### config.mk
export PLATFORM = sky130hd
export DESIGN_NAME = uart_frame_loader
export DESIGN_NICKNAME = d
export VERILOG_FILES = /design/src/rtl/uart_img_pkg.sv /design/src/rtl/rx_byte_strobe.sv /design/src/rtl/uart_frame_loader.sv
export SDC_FILE = /design/constraint.sdc
export NUM_CORES = 1
export LEC_CHECK = 0
export BUFFER_PORTS_ARGS = -buffer_cell sky130_fd_sc_hd__buf_4
export CAP_MARGIN = 10
export CORE_MARGIN = 4
export CORE_UTILIZATION = 61
export CTS_BUF_LIST = sky130_fd_sc_hd__clkbuf_16
export CTS_CLUSTER_SIZE = 28
export DETAILED_ROUTE_END_ITERATION = 6
export GPL_ROUTABILITY_DRIVEN = 0
export MAX_ROUTING_LAYER = met4
export PLACE_DENSITY = 0.78
export SLEW_MARGIN = 20
export SYNTH_ARGS = -nofsm -noshare
export SYNTH_HDL_FRONTEND = slang
export SYNTH_SLANG_ARGS = --single-unit
### constraint.sdc
create_clock -name clk -period 6.4 [get_ports clk]
set_input_delay 1.28 -clock clk [delete_from_list [all_inputs] [get_ports clk]]
set_output_delay 1.28 -clock clk [all_outputs]
set_load 0.02 [all_outputs]
### src/rtl/uart_img_pkg.sv
// Shared types and defaults for the UART image loader: FSM state encoding,
// header magic, pixel threshold and pixel address width.
package uart_img_pkg;

  localparam int         ADDR_W_DEF = 16;
  localparam logic [7:0] MAGIC_DEF  = 8'hA5;
  localparam logic [7:0] THRESH_DEF = 8'd128;

  typedef enum logic [2:0] {
    ST_IDLE,
    ST_GET_W,
    ST_GET_H,
    ST_PIXELS,
    ST_CHK,
    ST_DONE,
    ST_ERR
  } state_e;

  function automatic logic thresh_bit(input logic [7:0] pix, input logic [7:0] thr);
    return (pix >= thr);
  endfunction

endpackage

### src/rtl/rx_byte_strobe.sv
// Turns the receiver's rx_ready level into a one-cycle byte strobe; byte_q
// presents rx_data in the strobe cycle and holds the last captured byte after.
module rx_byte_strobe (
  input  logic       clk,
  input  logic       rst,
  input  logic [7:0] rx_data,
  input  logic       rx_ready,
  output logic       byte_stb,
  output logic [7:0] byte_q
);

  logic       rdy_q;
  logic [7:0] hold_q;

  // rdy_q resets high so a ready level held through reset is not a new byte.
  always_ff @(posedge clk or negedge rst) begin
    if (!rst) begin
      rdy_q  <= 1'b1;
      hold_q <= 8'd0;
    end else begin
      rdy_q <= rx_ready;
      if (byte_stb) hold_q <= rx_data;
    end
  end

  assign byte_stb = rx_ready & ~rdy_q;
  assign byte_q   = byte_stb ? rx_data : hold_q;

endmodule

### src/rtl/uart_frame_loader.sv
// Parses magic/width/height, thresholds pixel bytes into 1-bit memory writes (1 cycle after strobe).
// Optional trailing XOR checksum byte when LOADER_CHECKSUM_EN is defined.
module uart_frame_loader
  import uart_img_pkg::*;
#(
  parameter int         ADDR_W = ADDR_W_DEF,
  parameter logic [7:0] THRESH = THRESH_DEF,
  parameter logic [7:0] MAGIC  = MAGIC_DEF
) (
  input  logic              clk,
  input  logic              rst,
  input  logic [7:0]        rx_data,
  input  logic              rx_ready,
  output logic              mem_we,
  output logic [ADDR_W-1:0] mem_addr,
  output logic              mem_wdata,
  output logic [7:0]        img_width,
  output logic [7:0]        img_height,
  output logic              busy,
  output logic              frame_done,
  output logic              frame_err
);

  logic       byte_stb;
  logic [7:0] byte_q;

  rx_byte_strobe u_stb (
    .clk      (clk),
    .rst      (rst),
    .rx_data  (rx_data),
    .rx_ready (rx_ready),
    .byte_stb (byte_stb),
    .byte_q   (byte_q)
  );

  state_e              state_q;
  logic [15:0]         remaining_q;
  logic [ADDR_W-1:0]   pix_idx_q;
  logic                last_q;
  logic                mem_we_q;
  logic [ADDR_W-1:0]   mem_addr_q;
  logic                mem_wdata_q;
  logic [7:0]          img_width_q;
  logic [7:0]          img_height_q;
  logic                frame_done_q;
  logic                frame_err_q;
`ifdef LOADER_CHECKSUM_EN
  logic [7:0]          xor_q;
`endif

  always_ff @(posedge clk or negedge rst) begin
    if (!rst) begin
      state_q      <= ST_IDLE;
      remaining_q  <= 16'd0;
      pix_idx_q    <= '0;
      last_q       <= 1'b0;
      mem_we_q     <= 1'b0;
      mem_addr_q   <= '0;
      mem_wdata_q  <= 1'b0;
      img_width_q  <= 8'd0;
      img_height_q <= 8'd0;
      frame_done_q <= 1'b0;
      frame_err_q  <= 1'b0;
`ifdef LOADER_CHECKSUM_EN
      xor_q        <= 8'd0;
`endif
    end else begin
      mem_we_q     <= 1'b0;
      frame_done_q <= 1'b0;
      frame_err_q  <= 1'b0;
      case (state_q)
        ST_IDLE: begin
`ifdef LOADER_CHECKSUM_EN
          xor_q <= 8'd0;
`endif
          if (byte_stb && (byte_q == MAGIC)) state_q <= ST_GET_W;
        end
        ST_GET_W: begin
          if (byte_stb) begin
            img_width_q <= byte_q;
`ifdef LOADER_CHECKSUM_EN
            xor_q <= xor_q ^ byte_q;
`endif
            if (byte_q == 8'd0) begin
              state_q     <= ST_ERR;
              frame_err_q <= 1'b1;
            end else begin
              state_q <= ST_GET_H;
            end
          end
        end
        ST_GET_H: begin
          if (byte_stb) begin
            img_height_q <= byte_q;
`ifdef LOADER_CHECKSUM_EN
            xor_q <= xor_q ^ byte_q;
`endif
            if (byte_q == 8'd0) begin
              state_q     <= ST_ERR;
              frame_err_q <= 1'b1;
            end else begin
              remaining_q <= {8'd0, img_width_q} * {8'd0, byte_q};
              pix_idx_q   <= '0;
              mem_addr_q  <= '0;
              last_q      <= 1'b0;
              state_q     <= ST_PIXELS;
            end
          end
        end
        ST_PIXELS: begin
          // Leave only once the final write is on the bus, so done trails it.
          if (last_q) begin
            last_q <= 1'b0;
`ifdef LOADER_CHECKSUM_EN
            state_q <= ST_CHK;
`else
            state_q      <= ST_DONE;
            frame_done_q <= 1'b1;
`endif
          end else if (byte_stb) begin
            mem_we_q    <= 1'b1;
            mem_wdata_q <= thresh_bit(byte_q, THRESH);
            mem_addr_q  <= pix_idx_q;
            pix_idx_q   <= pix_idx_q + ADDR_W'(1);
            remaining_q <= remaining_q - 16'd1;
            last_q      <= (remaining_q == 16'd1);
`ifdef LOADER_CHECKSUM_EN
            xor_q <= xor_q ^ byte_q;
`endif
          end
        end
`ifdef LOADER_CHECKSUM_EN
        ST_CHK: begin
          if (byte_stb) begin
            if (byte_q == xor_q) begin
              state_q      <= ST_DONE;
              frame_done_q <= 1'b1;
            end else begin
              state_q     <= ST_ERR;
              frame_err_q <= 1'b1;
            end
          end
        end
`endif
        ST_DONE: state_q <= ST_IDLE;
        ST_ERR:  state_q <= ST_IDLE;
        default: state_q <= ST_IDLE;
      endcase
    end
  end

  assign mem_we     = mem_we_q;
  assign mem_addr   = mem_addr_q;
  assign mem_wdata  = mem_wdata_q;
  assign img_width  = img_width_q;
  assign img_height = img_height_q;
  assign frame_done = frame_done_q;
  assign frame_err  = frame_err_q;
  assign busy       = (state_q != ST_IDLE);

endmodule

# After elaboration in Yosys (flattened, before gate mapping)
# Index checks and enable logic that the tools add are counted.
# op_classes
n_mux	34
n_mul	1
n_eq_ne	12
n_bitwise	3
n_reduce_logical	12
magnitude_cmp	1
n_addsub	2
# op_table
op	count
$mux W16	10
$pmux W16 S2	3
$mux W3	6
$add A16 B1 Y16 const B	1
$eq A16 B1 Y1 const B	1
$mul A8 B8 Y16	1
$sub A16 B1 Y16 const B	1
$ne A2 B2 Y1 const B	7
$mux W1	12
$pmux W3 S4	1
$eq A8 B8 Y1 const B	1
$ge A8 B8 Y1 const B	1
$logic_not A8 Y1	1
$mux W8	1
$eq A3 B2 Y1 const B	2
$reduce_and A3 Y1	2
$reduce_and A5 Y1	1
$reduce_and A2 Y1	2
$reduce_and A4 Y1	1
$eq A3 B1 Y1 const B	1
$logic_not A3 Y1	1
$reduce_bool A3 Y1	1
$not A1 Y1	2
$pmux W1 S2	1
other kinds (4)	4
# word_totals
reg_bits	81
out_inout_bits	37
elab_cells	78
inputBits	11

# Depth between registers and ports, before layout
# depth
ltp_word	7
ltp_mapped	21
mapped_depth_nobuf	19

# Modules after synthesis
# Synthesis repeated with hierarchy kept, for this count alone.
# unflattened
cells_unflattened	574
area_unflattened_um2	5834.3
# modules_own_cells
mod	cells_each	seq_area_each_um2	area_per_inst_um2	n_inst
uart_frame_loader	554	1801.7	5459.0	1
rx_byte_strobe	20	226.5	375.4	1

# Least setup slack after synthesis
# OpenSTA, ideal clock, no wires.
# synth_timing
kind	input -> register
startpoint	input port rx_ready
endpoint	register remaining_q[12]
n_path_buf	2
path_slack_ps	505
stages	20
arrival_time_ps	5753
path_cell_list	nand2b_4 > buf_6 > buf_2 > mux2i_1 > inv_1 > nand2_1 > fa_1 > fa_1 > inv_1 > fa_1 > inv_1 > fa_1 > inv_1 > ha_1 > a21oi_1 > o211ai_1 > a31o_2 > a21oi_1 > xor2_1 > a31oi_1
# synth_via
elab_chain_cells	6
elab_cells_between_ends	11
# synth_lines
item	line_no	rtl
start: declaration	uart_frame_loader.sv:13	input logic rx_ready,
$and A1 B1 Y1 (*)	rx_byte_strobe.sv:26	assign byte_stb = rx_ready & ~rdy_q;
$mux W8 (*)	--	
net byte_q[2]	uart_frame_loader.sv:25	logic [7:0] byte_q;
$mul A8 B8 Y16	uart_frame_loader.sv:102	remaining_q <= {8'd0, img_width_q} * {8'd0, byte_q};
$mux W16	uart_frame_loader.sv:98	if (byte_q == 8'd0) begin
$mux W16	uart_frame_loader.sv:93	if (byte_stb) begin
$pmux W16 S2	uart_frame_loader.sv:71	case (state_q)
end signal: assignment	uart_frame_loader.sv:102	
end signal: assignment	uart_frame_loader.sv:125	remaining_q <= remaining_q - 16'd1;
end: declaration	uart_frame_loader.sv:37	logic [15:0] remaining_q;
# The timed path passes the listed nets; every way through them passes the cells marked *. The select of a mux whose other input is x is not followed.
# A chain may end at the register's enable or synchronous reset.

# Final worst setup path
# Ends and elaborated chain as after synthesis.

==> impl_metrics.toml <==
[run_status]
status = "completed"

[cts]
buffer_levels_on_the_longest_clock_path = 2
tritoncts = "built"
cts_resized = 0
cts.clk_slew.worst_paths_ps = 70
number_of_clock_buffers_inserted_by_tritoncts = 9
postCtsHoldBufs = 0
postCtsSetupRepairBufs = 0
clock-sinks = 81
cts.htree.levels = 3
clockRootBuffer = "sky130_fd_sc_hd__clkbuf_16"
clock_insertion_delay_worst_skew_ps = 340

[synth]
synth_edf_count = 0
synthDistinctLibCells = 59
yosysTopAreaCellShare_pct = 33.7
synth.avg_cell_area_um2 = 9.38
seq_area_frac_synth_pct = 34.1
yosys.area.top_type = "sky130_fd_sc_hd__dfrtp_1"
synthCells = 634
yosysMostFrequentCell = "sky130_fd_sc_hd__nand2_1"
synthFlopType = "sky130_fd_sc_hd__dfrtp_1"
asr_flop_ratio_synth_pct = 100
yosys_register_bits = 81
postSynthNetCount = 720
yosys-top-cells-count = "87 x sky130_fd_sc_hd__nand2_1, 80 x sky130_fd_sc_hd__dfrtp_1, 58 x sky130_fd_sc_hd__inv_1, 55 x sky130_fd_sc_hd__o21ai_0, 39 x sky130_fd_sc_hd__ha_1"
synthesis.area_um2 = 5940
yosys-top-cells-area = "sky130_fd_sc_hd__dfrtp_1 34%, sky130_fd_sc_hd__fa_1 12%, sky130_fd_sc_hd__ha_1 8.2%, sky130_fd_sc_hd__nand2_1 5.5%, sky130_fd_sc_hd__o21ai_0 4.6%"
synth_warnings = 0

[grt]
initial_antenna_violation_count = 0
number_of_global_route_vias_before_repair = 4821
globalRouteOverflowTotal = 0
global_route.usage.total_pct = 26.8
grt_max_degree = 82
wire_length_of_the_first_global_routing_pass_um = 23900

[worst_hold_path]
timing.hold.worst.start = "img_height[7]"
min-delay-path-class = "reg2reg"
hold_depth = 2
whs_endpoint = "img_height[7]"

[placed_design]
dp.final_hpwl_um = 9950
portBuffers = 47
dpl_worst_slack_ps = 339

[sta]
setup_ws_ps = 613
tns_ps = 0
relSlewSlack_pct = 33.2
clock-skew-final_ps = 6.81
final_min_period_over_clock_period_pct = 90.4
layout_min_cycle_time_ps = 5790
worst_slew_pin_slew_ps = 999
final-setup-viol-count = 0
max_freq_ghz = 0.173
timing_max_transition_violations_final = 0
unrepaired_setup_endpoints_after_global_routing = "false"
report.final.hold_viol_count = 0

[route]
drt_iter0_drc = 255
wl_um = 13800
ant_nets = 0
vias_per_cell = 5.92
first_pass_iters = 5
route.detailed.wl_per_inst_um = 17.0
route.vias.total = 4811
detail_route.drc_violations = 0

[setup_path]
cp_data_arrival_time_ps = 5950
timing.rr.start = "u_stb.rdy_q"
r2r.worst_path.cells = 17
setup.worst_path.end_class = "flop"
timing_worst_setup_path_type = "in2reg"
critPathMaxFanout = 16
reg2reg_slack_ps = 1060
crit_path_required_time_ps = 6570
reg2reg_to = "remaining_q[12]"
critPathLaunchType = "input port"

[die]
initial_util_pct = 63.4
die_w_um = 107
num_io_pins = 48
fp.dieH_um = 107
die_area_um2 = 11400
floorplan.core_area_um2 = 9370
count_of_standard_cell_rows = 35

[power]
p_int_mw = 2.02
worst_case_vdd_ir_drop_mv = 0.422
standby_leakage_power_nw = 3.24
power.switching_mw = 1.96
clock_power_share_pct = 12.2
combinationalPowerShare_pct = 66.0
sw_frac_of_total_pct = 49.2
power_per_cell_area_nw_per_um2 = 593
seq_power_share_pct = 21.8

[final_layout]
final_net_count = 765
diodes = 0
layout-drive-gt1-share_pct = 13.3
layout-area-overhead-vs-synth_pct = 12.7
fill_cells = 742

[run]
timing.max_cap.violations = 0
[layout by cell type (no fill, tap or decap), types with 4 or more instances in the layout]
cell type / netlist / final
sky130_fd_sc_hd__nand2_1: 87 / 87
sky130_fd_sc_hd__dfrtp_1: 80 / 80
sky130_fd_sc_hd__inv_1: 58 / 58
sky130_fd_sc_hd__buf_4: 1 / 57
sky130_fd_sc_hd__o21ai_0: 55 / 55
sky130_fd_sc_hd__ha_1: 39 / 39
sky130_fd_sc_hd__fa_1: 36 / 36
sky130_fd_sc_hd__nor2b_1: 33 / 33
sky130_fd_sc_hd__nor2_1: 29 / 29
sky130_fd_sc_hd__a21oi_1: 26 / 26
sky130_fd_sc_hd__and2_1: 24 / 24
sky130_fd_sc_hd__xnor2_1: 13 / 13
sky130_fd_sc_hd__xor2_1: 12 / 12
sky130_fd_sc_hd__clkbuf_16: 0 / 9
sky130_fd_sc_hd__nor4_1: 8 / 8
sky130_fd_sc_hd__nor3_1: 8 / 8
sky130_fd_sc_hd__o211ai_1: 8 / 8
sky130_fd_sc_hd__mux2i_1: 7 / 7
sky130_fd_sc_hd__nand4_1: 7 / 7
sky130_fd_sc_hd__nand3_1: 7 / 7
sky130_fd_sc_hd__a21o_1: 5 / 5
sky130_fd_sc_hd__a31oi_1: 5 / 5
sky130_fd_sc_hd__nand2b_1: 4 / 4
sky130_fd_sc_hd__a211oi_2: 4 / 4
[how the worst max path moves through the flow]
stage | startpoint | end | slack (ps) | cells past startpoint
2_1_floorplan | rx_ready | remaining_q[12] | 510 | 20
3_3_place_gp | rx_ready | remaining_q[12] | 450 | 18
3_5_place_dp | rx_ready | remaining_q[12] | 340 | 19
4_1_cts | rx_ready | remaining_q[12] | 630 | 18
5_1_grt | rx_ready | remaining_q[12] | 350 | 18
6_report | rx_ready | remaining_q[12] | 610 | 18
[worst max-delay path: stages]
cell and delay [ps]:
sky130_fd_sc_hd__buf_4 130, sky130_fd_sc_hd__nand2b_4 230, sky130_fd_sc_hd__mux2i_1 320, sky130_fd_sc_hd__inv_2 120, sky130_fd_sc_hd__and2_1 190, sky130_fd_sc_hd__fa_1 510
sky130_fd_sc_hd__fa_1 520, sky130_fd_sc_hd__fa_1 570, sky130_fd_sc_hd__inv_1 60, sky130_fd_sc_hd__fa_1 540, sky130_fd_sc_hd__inv_1 40, sky130_fd_sc_hd__ha_1 340
sky130_fd_sc_hd__a21oi_1 200, sky130_fd_sc_hd__o211ai_1 180, sky130_fd_sc_hd__a31o_2 270, sky130_fd_sc_hd__a21oi_1 170, sky130_fd_sc_hd__xor2_1 180, sky130_fd_sc_hd__a31oi_1 100
[flip-flops by register name, summed over array words and instances (netlist names), 3 cells and up]
name,cells
img_height,8
img_width,8
mem_addr,16
pix_idx_q,16
remaining_q,16
state_q,3
u_stb.hold_q,8
[power groups by stage]
stage	Sequential (mW)	Combinational [mW]	Clock [mW]
after global placement	0.863	2.52	0
after CTS	0.862	2.63	0.492
after detailed placement	0.869	2.58	0
after global routing	0.893	2.98	0.510
after floorplan	0.885	1.85	0
final	0.868	2.62	0.485
[metrics by stage]
step,cell area (µm²),std cells,total power [mW],hold WS (ps),utilization [%]
6_report,6700,813,3.98,480,71.5
5_1_grt,6700,813,4.38,530,71.5
4_1_cts,6700,813,3.98,488,71.5
3_5_place_dp,6420,797,3.45,473,68.5
3_3_place_gp,6420,797,3.38,465,68.5
2_1_floorplan,5940,634,2.73,470,-
[cell type report]
type,instances,area [µm²],area share (%)
Multi-Input combinational cell,468,3560,53.2
Inverter,61,229,3.42
Clock buffer,9,225,3.36
Tap cell,129,161,2.41
Timing Repair Buffer,58,439,6.55
Clock inverter,7,52.6,0.784
Sequential cell,81,2030,30.3
[layer usage]
metal | track usage [%] | routed length, µm | vias to the layer above
met5 | - | 0 | -
met4 | 8.58 | 400 | 0
met3 | 4.27 | 864 | 36
met2 | 41.8 | 6530 | 176
met1 | 36.3 | 6010 | 2361
li1 | - | - | 2238
[kinds of logic after synthesis]
| group | after synthesis | share of synthesized area [%] |
|---|---|---|
| AND/OR/NAND/NOR | 227 | 19.4 |
| AO/OA/AOI/OAI | 131 | 14.4 |
| buffers and inverters | 85 | 5.91 |
| flip-flops | 81 | 34.1 |
| adder cells (fa/ha/maj) | 75 | 20.3 |
| XOR/XNOR | 25 | 3.68 |
| multiplexers | 10 | 2.19 |
(Power assumes the default switching activity.)
